File: src/rtl/prvp_dc_token_ring_rd_port_pkg.sv
// Shared constants and helpers for the token-ring read port.
package prvp_dc_token_ring_rd_port_pkg;

  // Widest ring the decode helper supports.
  localparam int unsigned MAX_DEPTH = 64;

  // Write token after reset: slots 0 and 1 set, which decodes to position 0.
  localparam logic [MAX_DEPTH-1:0] TOKEN_RST = 64'h3;

  // Ceiling log2; only used on constant arguments.
  function automatic int unsigned clog2(input int unsigned val);
    int unsigned res;
    res = 0;
    for (int i = 0; i < 32; i++) begin
      if ((64'd1 << i) < 64'(val)) res = i + 1;
    end
    return res;
  endfunction

  // Position is the first set bit whose ring predecessor is clear. This also
  // resolves a 1-hot or 3-hot transient to the leading edge of the run.
  function automatic int unsigned token_to_index(input logic [MAX_DEPTH-1:0] tok,
                                                 input int unsigned depth);
    int unsigned idx;
    int unsigned prev;
    logic found;
    idx   = 0;
    prev  = 0;
    found = 1'b0;
    for (int unsigned j = 0; j < MAX_DEPTH; j++) begin
      if (j < depth && !found) begin
        prev = (j == 0) ? depth - 1 : j - 1;
        if (tok[j] && !tok[prev]) begin
          idx   = j;
          found = 1'b1;
        end
      end
    end
    return idx;
  endfunction

endpackage

File: src/rtl/prvp_dc_token_sync.sv
// Multi-stage flop chain bringing an asynchronous token into the local clock.
module prvp_dc_token_sync #(
  parameter int unsigned     WIDTH   = 8,
  parameter int unsigned     STAGES  = 2,
  parameter logic [WIDTH-1:0] RST_VAL = '0
) (
  input  logic             clk,
  input  logic             rstn,
  input  logic [WIDTH-1:0] din,
  output logic [WIDTH-1:0] dout
);

  logic [WIDTH-1:0] stage_q [STAGES];

  // Shift the token through the synchroniser chain.
  always_ff @(posedge clk or negedge rstn) begin
    if (!rstn) begin
      for (int i = 0; i < int'(STAGES); i++) stage_q[i] <= RST_VAL;
    end else begin
      stage_q[0] <= din;
      for (int i = 1; i < int'(STAGES); i++) stage_q[i] <= stage_q[i-1];
    end
  end

  assign dout = stage_q[STAGES-1];

endmodule

File: src/rtl/prvp_dc_token_ring_rd_port.sv
// Read side of a token-ring clock-domain crossing buffer.
module prvp_dc_token_ring_rd_port
  import prvp_dc_token_ring_rd_port_pkg::*;
#(
  parameter int unsigned DATA_WIDTH   = 10,
  parameter int unsigned BUFFER_DEPTH = 8,
  parameter int unsigned SYNC_STAGES  = 2,
  parameter int unsigned OUTPUT_REG   = 1,
  parameter int unsigned AE_THRESHOLD = 1
) (
  input  logic                                 clk,
  input  logic                                 rstn,
  input  logic [BUFFER_DEPTH-1:0]              write_token,
  input  logic [DATA_WIDTH-1:0]                data_async,
  output logic [BUFFER_DEPTH-1:0]              read_pointer,
  output logic [DATA_WIDTH-1:0]                data,
  output logic                                 valid,
  input  logic                                 ready,
  output logic [clog2(BUFFER_DEPTH+1)-1:0]     level,
  output logic                                 almost_empty
);

  localparam int unsigned D  = BUFFER_DEPTH;
  localparam int unsigned IW = clog2(D);
  localparam int unsigned LW = clog2(D + 1);
  localparam logic [LW-1:0] AE_LVL = LW'(AE_THRESHOLD);

  logic [D-1:0]  ws;
  logic [IW-1:0] p;
  logic [IW-1:0] r_q, r_d;
  logic [D-1:0]  rp_q;
  logic [LW-1:0] p_ext, r_ext, ring_count;
  logic          nonempty;
  logic          pop;

  prvp_dc_token_sync #(
    .WIDTH   (D),
    .STAGES  (SYNC_STAGES),
    .RST_VAL (TOKEN_RST[D-1:0])
  ) u_token_sync (
    .clk  (clk),
    .rstn (rstn),
    .din  (write_token),
    .dout (ws)
  );

  assign p        = IW'(token_to_index(64'(ws), D));
  assign nonempty = (p != r_q);
  assign p_ext    = LW'(p);
  assign r_ext    = LW'(r_q);
  assign r_d      = (r_q == IW'(D - 1)) ? '0 : r_q + IW'(1);

  // Occupancy of the ring between read index and synchronised write position.
  always_comb begin
    ring_count = '0;
    if (p_ext >= r_ext) ring_count = p_ext - r_ext;
    else                ring_count = p_ext + LW'(D) - r_ext;
  end

  // Read index and its one-hot image advance together on every ring pop.
  always_ff @(posedge clk or negedge rstn) begin
    if (!rstn) begin
      r_q  <= '0;
      rp_q <= D'(1);
    end else if (pop) begin
      r_q  <= r_d;
      rp_q <= {rp_q[D-2:0], rp_q[D-1]};
    end
  end

  assign read_pointer = rp_q;

  if (OUTPUT_REG != 0) begin : g_oreg
    logic                  valid_q;
    logic [DATA_WIDTH-1:0] data_q;

    // Refill the output register whenever it is empty or being drained.
    assign pop = nonempty & (~valid_q | ready);

    // Output register: load on pop, clear when drained with nothing behind it.
    always_ff @(posedge clk or negedge rstn) begin
      if (!rstn) begin
        valid_q <= 1'b0;
        data_q  <= '0;
      end else if (pop) begin
        valid_q <= 1'b1;
        data_q  <= data_async;
      end else if (ready) begin
        valid_q <= 1'b0;
      end
    end

    assign valid = valid_q;
    assign data  = data_q;
    assign level = ring_count + LW'(valid_q);
  end else begin : g_comb
    assign pop   = nonempty & ready;
    assign valid = nonempty;
    assign data  = data_async;
    assign level = ring_count;
  end

  assign almost_empty = (level <= AE_LVL);

endmodule

File: config.mk
export PLATFORM = sky130hd
export DESIGN_NAME = prvp_dc_token_ring_rd_port
export DESIGN_NICKNAME = d
export VERILOG_FILES = /design/src/rtl/prvp_dc_token_ring_rd_port_pkg.sv /design/src/rtl/prvp_dc_token_sync.sv /design/src/rtl/prvp_dc_token_ring_rd_port.sv
export SDC_FILE = /design/constraint.sdc
export NUM_CORES = 1
export LEC_CHECK = 0
export BUFFER_PORTS_ARGS = -buffer_cell sky130_fd_sc_hd__buf_2
export CELL_PAD_IN_SITES_DETAIL_PLACEMENT = 0
export CELL_PAD_IN_SITES_GLOBAL_PLACEMENT = 1
export CORE_MARGIN = 2
export CORE_UTILIZATION = 38
export DETAILED_ROUTE_END_ITERATION = 6
export PLACE_DENSITY_LB_ADDON = 0.1
export SLEW_MARGIN = 0
export SYNTH_ARGS = -nofsm -noshare
export SYNTH_HDL_FRONTEND = slang
export SYNTH_SLANG_ARGS = --single-unit
File: constraint.sdc
create_clock -name clk -period 4.62 [get_ports clk]
set_input_delay 0.693 -clock clk [delete_from_list [all_inputs] [get_ports clk]]
set_output_delay 0.693 -clock clk [all_outputs]
set_load 0.01 [all_outputs]
==> flow_summary.html, run 1 <==
<table>
<tr><th>Metric</th><th>Value</th></tr>
<tr><th colspan="2">Outcome</th></tr>
<tr><td>Result of the run</td><td>complete, no violations</td></tr>
<tr><th colspan="2">Clocking</th></tr>
<tr><td>Post-CTS Hold Fix Bufs</td><td>0</td></tr>
<tr><td>Clock sink count</td><td>38</td></tr>
<tr><td>Clock buffer count from CTS</td><td>5</td></tr>
<tr><td># Post-CTS Setup Buffers</td><td>0</td></tr>
<tr><td>Clock-pin transition on the worst setup and hold timing paths</td><td>0.07 ns</td></tr>
<tr><td>Clock latency of the later-clocked register in the worst-skew pair</td><td>0.29 ns</td></tr>
<tr><td>TritonCTS clock tree</td><td>done</td></tr>
<tr><td>Root cell of the clock tree</td><td>clkbuf_8</td></tr>
<tr><td>CTS resizes</td><td>0</td></tr>
<tr><td>H-Tree Depth</td><td>2</td></tr>
<tr><td>Number of buffers between clock root and the deepest sink</td><td>2</td></tr>
<tr><th colspan="2">GRT</th></tr>
<tr><td>First-pass GRT wire length</td><td>4930 µm</td></tr>
<tr><td>Number of antenna violations at the first check in global routing</td><td>0</td></tr>
<tr><td>Total congestion overflow</td><td>0</td></tr>
<tr><td>Number of global-route vias before repair</td><td>1152</td></tr>
<tr><td>Largest net degree at the start of global routing</td><td>39</td></tr>
<tr><td>GRT Resource Usage Total</td><td>0.130</td></tr>
<tr><th colspan="2">Cells and area</th></tr>
<tr><td>Commonest cells after routing, fill and taps aside</td><td>buf_2, dfrtp_1, mux2_2</td></tr>
<tr><td>Ant. Diodes</td><td>0</td></tr>
<tr><td>Number of cells in the finished layout apart from fillers</td><td>220</td></tr>
<tr><td>Net count, final</td><td>199</td></tr>
<tr><td>Area added between synthesis and finish</td><td>22.5%</td></tr>
<tr><td>Most common library cell in the layout ignoring fill and taps</td><td>buf_2</td></tr>
<tr><td>Share of layout cells above drive strength 1</td><td>0.465</td></tr>
<tr><th colspan="2">Worst setup path</th></tr>
<tr><td>WP data arrival</td><td>3.46 ns</td></tr>
<tr><td>Kind of end point of the critical path</td><td>output port</td></tr>
<tr><td>Largest fanout of any net on the critical path</td><td>5</td></tr>
<tr><td>Endpoint required time on the critical path</td><td>3.93 ns</td></tr>
<tr><td>Class of the most critical setup path</td><td>register to output port</td></tr>
<tr><td>Critical path startpoint category</td><td>register</td></tr>
<tr><th colspan="2">STA</th></tr>
<tr><td>Number of hold-slack violations in the final timing report</td><td>0</td></tr>
<tr><td>Worst Tran Pin Value</td><td>0.862 ns</td></tr>
<tr><td>Clock Skew</td><td>0.00567 ns</td></tr>
<tr><td>Slew Limit Fails</td><td>0</td></tr>
<tr><td>Worst hold margin</td><td>0.351 ns</td></tr>
<tr><td>Maximum frequency from static timing analysis</td><td>241 MHz</td></tr>
<tr><td>Total setup violations reported at the end of the flow</td><td>0</td></tr>
<tr><td>Post-Route Setup TNS</td><td>0 ns</td></tr>
<tr><td>Portion of the clock cycle consumed by the worst path in the final layout</td><td>0.899</td></tr>
<tr><td>Tightest slew margin relative to the limit</td><td>0.424</td></tr>
<tr><td>Unrepaired setup endpoints after global routing</td><td>no</td></tr>
<tr><td>Minimum clock period</td><td>4.15 ns</td></tr>
<tr><td>Final critical-path setup slack</td><td>0.465 ns</td></tr>
<tr><th colspan="2">Floorplanning</th></tr>
<tr><td>Io pins</td><td>45</td></tr>
<tr><td>Std-Cell Rows</td><td>23</td></tr>
<tr><td>Die Area</td><td>0.00484 mm²</td></tr>
<tr><td>Die Span Y</td><td>69.6 µm</td></tr>
<tr><td>Initial Util</td><td>0.403</td></tr>
<tr><td>Area of the core region</td><td>0.00406 mm²</td></tr>
<tr><td>Die width</td><td>69.6 µm</td></tr>
<tr><th colspan="2">Power and ir drop</th></tr>
<tr><td>Overall power of the completed layout</td><td>0.00121 W</td></tr>
<tr><td>Leak Pwr</td><td>0.991 nW</td></tr>
<tr><td>Max rail drop VDD</td><td>0.218 mV</td></tr>
<tr><td>Power per unit of standard cell area</td><td>605 mW/mm²</td></tr>
<tr><th colspan="2">Logic synthesis</th></tr>
<tr><td>Portion of the post-synthesis area used by sequential elements</td><td>0.585</td></tr>
<tr><td>Total nets after synthesis</td><td>150</td></tr>
<tr><td>Most area-consuming cells after synthesis</td><td>dfrtp_1, mux2_2, dfstp_2</td></tr>
<tr><td>Count of warnings emitted by yosys</td><td>0</td></tr>
<tr><td>Synth cell types</td><td>34</td></tr>
<tr><td>Flop and latch count out of synthesis</td><td>38</td></tr>
<tr><td>Proportion of netlist area held by the largest area contributor</td><td>0.505</td></tr>
<tr><td>Dominant cell type by area after synthesis</td><td>dfrtp_1</td></tr>
<tr><td>Syn Std Cell Area</td><td>0.00164 mm²</td></tr>
<tr><td>Average instance area after synthesis</td><td>13.6 µm²</td></tr>
<tr><td>Cell count after synthesis</td><td>120</td></tr>
<tr><th colspan="2">Route</th></tr>
<tr><td>Avg WL per Cell</td><td>13.0 µm</td></tr>
<tr><td>Detail-routed via count per cell</td><td>4.91</td></tr>
<tr><td>Number of DRC violations after detailed routing</td><td>0</td></tr>
<tr><td>Number of search-and-repair iterations in the first detailed-routing pass</td><td>4</td></tr>
<tr><td>Violation count after the first detailed-routing iteration</td><td>26</td></tr>
<tr><td>Detailed-route via count</td><td>1081</td></tr>
<tr><td>Wire length after detailed routing</td><td>2850 µm</td></tr>
<tr><td>Antenna-violating nets left</td><td>0</td></tr>
<tr><th colspan="2">Placement</th></tr>
<tr><td>Post-Place Worst Slack</td><td>0.740 ns</td></tr>
<tr><td>Final Wtd Congestion</td><td>0.771</td></tr>
<tr><td>Input/output buffers</td><td>44</td></tr>
<tr><td>Cell total after placement</td><td>212</td></tr>
<tr><td>DP HPWL</td><td>2180 µm</td></tr>
<tr><th colspan="2">Run</th></tr>
<tr><td>Number of max-capacitance violations reported</td><td>0</td></tr>
<tr><th colspan="2">Worst hold path</th></tr>
<tr><td>Path class of the lowest-slack min-delay path</td><td>register to register</td></tr>
</table>
[flip-flops by register name, indices dropped and copies added (netlist names)]
register,flops
read_pointer,8
u_token_sync.stage_q,8
r_q,3
data,10
u_token_sync.dout,8
valid,1
[worst paths after layout]
path / to / startpoint / cells after the start / slack, ns
max: almost_empty / u_token_sync.dout[3]$_DFF_PN0_ / 10 / 0.47
min: u_token_sync.dout[7]$_DFF_PN0_ / u_token_sync.stage_q[15]$_DFF_PN0_ / 0 / 0.35
max reg2reg: data[9]$_DFFE_PN0P_ / u_token_sync.dout[0]$_DFF_PN1_ / 8 / 1.45
min reg2reg: u_token_sync.dout[7]$_DFF_PN0_ / u_token_sync.stage_q[15]$_DFF_PN0_ / 0 / 0.35
max in group asynchronous: data[5]$_DFFE_PN0P_ / rstn / 1 / 3.62
min in group asynchronous: data[6]$_DFFE_PN0P_ / rstn / 1 / 0.49
[cells by family (layout without fill, tap and decap cells)]
| logic type | count (synthesis) | after routing | share of synthesized area |
|---|---|---|---|
| adder cells (fa/ha/maj) | 9 | 9 | 0.0780 |
| multiplexers | 20 | 20 | 0.138 |
| XOR/XNOR | 3 | 3 | 0.0161 |
| buffers and inverters | 8 | 58 | 0.0199 |
| AND/OR/NAND/NOR | 25 | 25 | 0.0903 |
| flip-flops | 38 | 38 | 0.585 |
| AO/OA/AOI/OAI | 17 | 17 | 0.0727 |
[stage by stage]
| stage | utilization | area (µm²) |
|---|---|---|
| after floorplan | - | 1640 |
| final | 0.494 | 2000 |
| after global routing | 0.494 | 2000 |
| after detailed placement | 0.470 | 1910 |
| after CTS | 0.494 | 2000 |
| after global placement | 0.470 | 1910 |
[worst max-delay path, stage by stage, from the launching register on]
cell	delay (ns)
dfrtp_1	0.43
o41ai_1	0.52
a211oi_1	0.15
ha_1	0.26
fa_1	0.37
inv_1	0.07
fa_1	0.44
xor2_1	0.20
or4_1	0.47
o21ai_1	0.12
buf_2	0.14
[routing by layer]
layer / GRT usage / wire, µm / part of all wire
met4: 0.0654 / 46 / 0.016
met3: 0.0451 / 148 / 0.052
met1: 0.145 / 1180 / 0.41
met2: 0.221 / 1480 / 0.52
met5: 0 / 0 / 0
[power breakdown]
group	total (W)	leakage, nW	internal (W)	switching, W
clock	0.000232	0.0472	0.000120	0.000112
combinational	0.000537	0.493	0.000264	0.000273
sequential	0.000444	0.452	0.000403	0.0000407
[area by class of cell]
type                            count  area [µm²]
Inverter                            6        22.5
Sequential cell                    38         957
Multi-Input combinational cell     74         646
Timing Repair Buffer               44         220
Tap cell                           50        62.6
Clock inverter                      2        12.5
Clock buffer                        6        82.6
Fill cell                         371        2050
[synth_stat cells]
| cell type | instances |
|---|---|
| nand4_1 | 1 |
| and2b_1 | 1 |
| buf_2 | 2 |
| o21a_1 | 1 |
| a211oi_2 | 1 |
| mux2_2 | 20 |
| dfstp_2 | 5 |
| nor2b_1 | 1 |
| a31oi_1 | 1 |
| and2_1 | 1 |
| nor2b_4 | 1 |
| nand2b_1 | 7 |
| o41ai_1 | 1 |
| nand3b_1 | 1 |
| a211oi_1 | 1 |
| a21oi_1 | 3 |
| nand3_1 | 1 |
| nand4b_1 | 1 |
| a21o_1 | 2 |
| o211ai_1 | 2 |
| or4_1 | 1 |
| fa_1 | 2 |
| xnor2_1 | 1 |
| a21boi_0 | 1 |
| nor2_1 | 6 |
| dfrtp_1 | 33 |
| ha_1 | 7 |
| nand2_1 | 2 |
| a2111oi_0 | 1 |
| xor2_1 | 2 |
| nor3_1 | 1 |
| o21ai_0 | 2 |
| o21ai_1 | 1 |
| inv_1 | 6 |
Note: power is estimated with default switching activity, not from simulation.
==> inputs of run 2 (changes only) <==
--- a/config.mk
+++ b/config.mk
@@ -5,12 +5,12 @@
 export SDC_FILE = /design/constraint.sdc
 export NUM_CORES = 1
 export LEC_CHECK = 0
-export BUFFER_PORTS_ARGS = -buffer_cell sky130_fd_sc_hd__buf_2
 export CELL_PAD_IN_SITES_DETAIL_PLACEMENT = 0
 export CELL_PAD_IN_SITES_GLOBAL_PLACEMENT = 1
 export CORE_MARGIN = 2
 export CORE_UTILIZATION = 38
 export DETAILED_ROUTE_END_ITERATION = 6
+export DONT_BUFFER_PORTS = 1
 export PLACE_DENSITY_LB_ADDON = 0.1
 export SLEW_MARGIN = 0
 export SYNTH_ARGS = -nofsm -noshare
==> flow_summary.html, run 2 (synthesis results as in run 1) <==
<table>
<tr><th>Metric</th><th>Value</th></tr>
<tr><th colspan="2">Clocking</th></tr>
<tr><td>Post-CTS Hold Fix Bufs</td><td>0 (unchanged)</td></tr>
<tr><td>Clock-pin transition on the worst setup and hold timing paths</td><td>0.07 ns (about the same)</td></tr>
<tr><td>Root cell of the clock tree</td><td>clkbuf_8</td></tr>
<tr><td>Clock sink count</td><td>38 (unchanged)</td></tr>
<tr><td>H-Tree Depth</td><td>2 (unchanged)</td></tr>
<tr><td>Clock latency of the later-clocked register in the worst-skew pair</td><td>0.29 ns (about the same)</td></tr>
<tr><td>Number of buffers between clock root and the deepest sink</td><td>2 (unchanged)</td></tr>
<tr><td>Clock buffer count from CTS</td><td>5 (unchanged)</td></tr>
<tr><td>TritonCTS clock tree</td><td>done</td></tr>
<tr><td>CTS resizes</td><td>0 (unchanged)</td></tr>
<tr><td># Post-CTS Setup Buffers</td><td>0 (unchanged)</td></tr>
<tr><th colspan="2">STA</th></tr>
<tr><td>Minimum clock period</td><td>4.14 ns (-0.0104 ns)</td></tr>
<tr><td>Maximum frequency from static timing analysis</td><td>241 MHz (+0.25%)</td></tr>
<tr><td>Worst hold margin</td><td>0.0961 ns (-0.255 ns)</td></tr>
<tr><td>Worst Tran Pin Value</td><td>0.840 ns (-0.0223 ns)</td></tr>
<tr><td>Tightest slew margin relative to the limit</td><td>0.439 (+0.0149)</td></tr>
<tr><td>Post-Route Setup TNS</td><td>0 ns (unchanged)</td></tr>
<tr><td>Total setup violations reported at the end of the flow</td><td>0 (unchanged)</td></tr>
<tr><td>Unrepaired setup endpoints after global routing</td><td>no</td></tr>
<tr><td>Slew Limit Fails</td><td>0 (unchanged)</td></tr>
<tr><td>Number of hold-slack violations in the final timing report</td><td>0 (unchanged)</td></tr>
<tr><td>Clock Skew</td><td>0.00822 ns (+0.00255 ns)</td></tr>
<tr><td>Portion of the clock cycle consumed by the worst path in the final layout</td><td>0.897 (-0.00226)</td></tr>
<tr><th colspan="2">Route</th></tr>
<tr><td>Detailed-route via count</td><td>883 (-18%)</td></tr>
<tr><td>Violation count after the first detailed-routing iteration</td><td>30 (+15%)</td></tr>
<tr><td>Number of search-and-repair iterations in the first detailed-routing pass</td><td>2 (-2)</td></tr>
<tr><td>Detail-routed via count per cell</td><td>5.02 (+2.1%)</td></tr>
<tr><td>Number of DRC violations after detailed routing</td><td>0 (unchanged)</td></tr>
<tr><td>Antenna-violating nets left</td><td>0 (unchanged)</td></tr>
<tr><td>Wire length after detailed routing</td><td>2490 µm (-13%)</td></tr>
<tr><td>Avg WL per Cell</td><td>14.1 µm (+9.0%)</td></tr>
<tr><th colspan="2">Worst setup path</th></tr>
<tr><td>Critical path startpoint category</td><td>register</td></tr>
<tr><td>Most frequent cell on the critical path</td><td>fa_1</td></tr>
<tr><td>Kind of end point of the critical path</td><td>output port</td></tr>
<tr><td>Delay-heaviest family, CP</td><td>adder cells</td></tr>
<tr><td>Endpoint required time on the critical path</td><td>3.93 ns (about the same)</td></tr>
<tr><td>Stage delay of the slowest cell on the critical path</td><td>0.57 ns (+0.05 ns)</td></tr>
<tr><td>Slowest stage cell on the critical path</td><td>dfstp_2</td></tr>
<tr><td>Largest fanout of any net on the critical path</td><td>5 (unchanged)</td></tr>
<tr><td>Worst reg-to-reg setup slack</td><td>1.45 ns (about the same)</td></tr>
<tr><td>Sum of buffers and inverters on the critical path</td><td>1 (-1)</td></tr>
<tr><td>WP data arrival</td><td>3.45 ns (about the same)</td></tr>
<tr><td>Class of the most critical setup path</td><td>register to output port</td></tr>
<tr><td>Cells traversed along the worst timing path</td><td>and2_1 -&gt; nand4_1 -&gt; a21oi_1 -&gt; a211oi_1 -&gt; ha_1 -&gt; fa_1 -&gt; inv_1 -&gt; fa_1 -&gt; xor2_1 -&gt; or4_1 -&gt; o21ai_1</td></tr>
<tr><th colspan="2">Floorplanning</th></tr>
<tr><td>Std-Cell Rows</td><td>23 (unchanged)</td></tr>
<tr><td>Die width</td><td>69.6 µm (unchanged)</td></tr>
<tr><td>Io pins</td><td>45 (unchanged)</td></tr>
<tr><td>Area of the core region</td><td>0.00406 mm² (unchanged)</td></tr>
<tr><td>Initial Util</td><td>0.403 (unchanged)</td></tr>
<tr><td>Die Span Y</td><td>69.6 µm (unchanged)</td></tr>
<tr><td>Die Area</td><td>0.00484 mm² (unchanged)</td></tr>
<tr><th colspan="2">Power and ir drop</th></tr>
<tr><td>Max rail drop VDD</td><td>0.288 mV (+33%)</td></tr>
<tr><td>Power per unit of standard cell area</td><td>611 mW/mm² (+0.96%)</td></tr>
<tr><td>Leak Pwr</td><td>0.803 nW (-19%)</td></tr>
<tr><td>Clock network fraction of design power</td><td>0.194 (+0.003)</td></tr>
<tr><td>P_sw</td><td>0.000387 W (-9.0%)</td></tr>
<tr><td>Design internal power</td><td>0.000695 W (-12%)</td></tr>
<tr><td>Switching part of the total</td><td>0.358 (+0.00688)</td></tr>
<tr><td>Comb power frac</td><td>0.365 (-0.078)</td></tr>
<tr><td>Seq pwr share</td><td>0.440 (+0.074)</td></tr>
<tr><th colspan="2">GRT</th></tr>
<tr><td>Largest net degree at the start of global routing</td><td>39 (unchanged)</td></tr>
<tr><td>Number of global-route vias before repair</td><td>956 (-17%)</td></tr>
<tr><td>Total congestion overflow</td><td>0 (unchanged)</td></tr>
<tr><td>First-pass GRT wire length</td><td>4260 µm (-14%)</td></tr>
<tr><td>GRT Resource Usage Total</td><td>0.113 (-0.0175)</td></tr>
<tr><td>Number of antenna violations at the first check in global routing</td><td>0 (unchanged)</td></tr>
<tr><th colspan="2">Outcome</th></tr>
<tr><td>Result of the run</td><td>complete, no violations</td></tr>
<tr><th colspan="2">Cells and area</th></tr>
<tr><td>Ant. Diodes</td><td>0 (unchanged)</td></tr>
<tr><td>Share of layout cells above drive strength 1</td><td>0.270 (-0.195)</td></tr>
<tr><td>Commonest cells after routing, fill and taps aside</td><td>dfrtp_1, mux2_2, nand2b_1, ha_1</td></tr>
<tr><td>Max reg flops</td><td>10 (unchanged)</td></tr>
<tr><td>Area added between synthesis and finish</td><td>8.26%</td></tr>
<tr><td>Most common library cell in the layout ignoring fill and taps</td><td>dfrtp_1</td></tr>
<tr><td>Filler instances</td><td>389 (+4.9%)</td></tr>
<tr><td>Net count, final</td><td>155 (-22%)</td></tr>
<tr><th colspan="2">Run</th></tr>
<tr><td>Number of max-capacitance violations reported</td><td>0 (unchanged)</td></tr>
<tr><th colspan="2">Placement</th></tr>
<tr><td>Input/output buffers</td><td>0 (-100%)</td></tr>
<tr><td>DP HPWL</td><td>1830 µm (-16%)</td></tr>
<tr><td>Final Wtd Congestion</td><td>0.682 (-12%)</td></tr>
<tr><th colspan="2">Worst hold path</th></tr>
<tr><td>Path class of the lowest-slack min-delay path</td><td>input port to asynchronous set/reset pin</td></tr>
</table>
-- run 2: changes by cell type in the layout (fill, tap and decap cells not counted), sizes merged --
cell      change
clkinv        +1
buf          -44
clkinvlp      -1
-- run 2: worst register-to-register path, cell delays in order (launching register included) --
cell	delay [ns]
dfstp_2	0.57
and2b_1	0.17
a211oi_2	0.06
a2111oi_0	0.46
a21boi_0	0.26
ha_1	0.37
nand3_1	0.11
nand2_1	0.63
mux2_2	0.42
-- run 2: per-stage QoR --
stage          cells  total power, W  cell area, µm²  worst slack (ns)  utilization
6_report         176         0.00108            1770             0.476        0.436
5_1_grt          176         0.00117            1770             0.283        0.436
4_1_cts          176         0.00110            1770             0.453        0.436
3_5_place_dp     168        0.000887            1690             0.767        0.416
3_3_place_gp     168        0.000881            1690             0.822        0.416
2_1_floorplan    120        0.000823            1640             0.934            -
-- run 2: area by class of cell --
| type | instances | area, µm² | area share |
|---|---|---|---|
| Multi-Input combinational cell | 74 | 646 | 0.365 |
| Inverter | 6 | 22.5 | 0.0127 |
| Clock inverter | 2 | 10.0 | 0.00565 |
| Clock buffer | 6 | 72.6 | 0.0410 |
| Tap cell | 50 | 62.6 | 0.0353 |
| Sequential cell | 38 | 957 | 0.541 |
-- run 2: metal layers --
layer | global-route usage | wire length, µm
met1 | 0.123 | 1060
met2 | 0.183 | 1160
met3 | 0.0523 | 204
met4 | 0.0588 | 56
met5 | 0 | 0
-- run 2: final timing paths --
path                                                          from                        endpoint  depth (start not counted)
max in group asynchronous                                     rstn     read_pointer[0]$_DFFE_PN1P_                          0
worst min register to register  u_token_sync.stage_q[14]$_DFF_PN0_  u_token_sync.dout[6]$_DFF_PN0_                          0
worst min-delay path                                          rstn  u_token_sync.dout[6]$_DFF_PN0_                          0
worst max-delay path                u_token_sync.dout[1]$_DFF_PN1_                    almost_empty                         11
min in group clk                u_token_sync.stage_q[14]$_DFF_PN0_  u_token_sync.dout[6]$_DFF_PN0_                          0
worst max register to register      u_token_sync.dout[0]$_DFF_PN1_             data[9]$_DFFE_PN0P_                          8
-- run 2: power groups by stage --
stage / combinational (W) / sequential [W] / clock (W)
after floorplan: 0.000353 / 0.000470 / 0
after global placement: 0.000397 / 0.000484 / 0
after detailed placement: 0.000403 / 0.000485 / 0
after CTS: 0.000404 / 0.000479 / 0.000219
after global routing: 0.000450 / 0.000487 / 0.000238
final: 0.000395 / 0.000477 / 0.000210
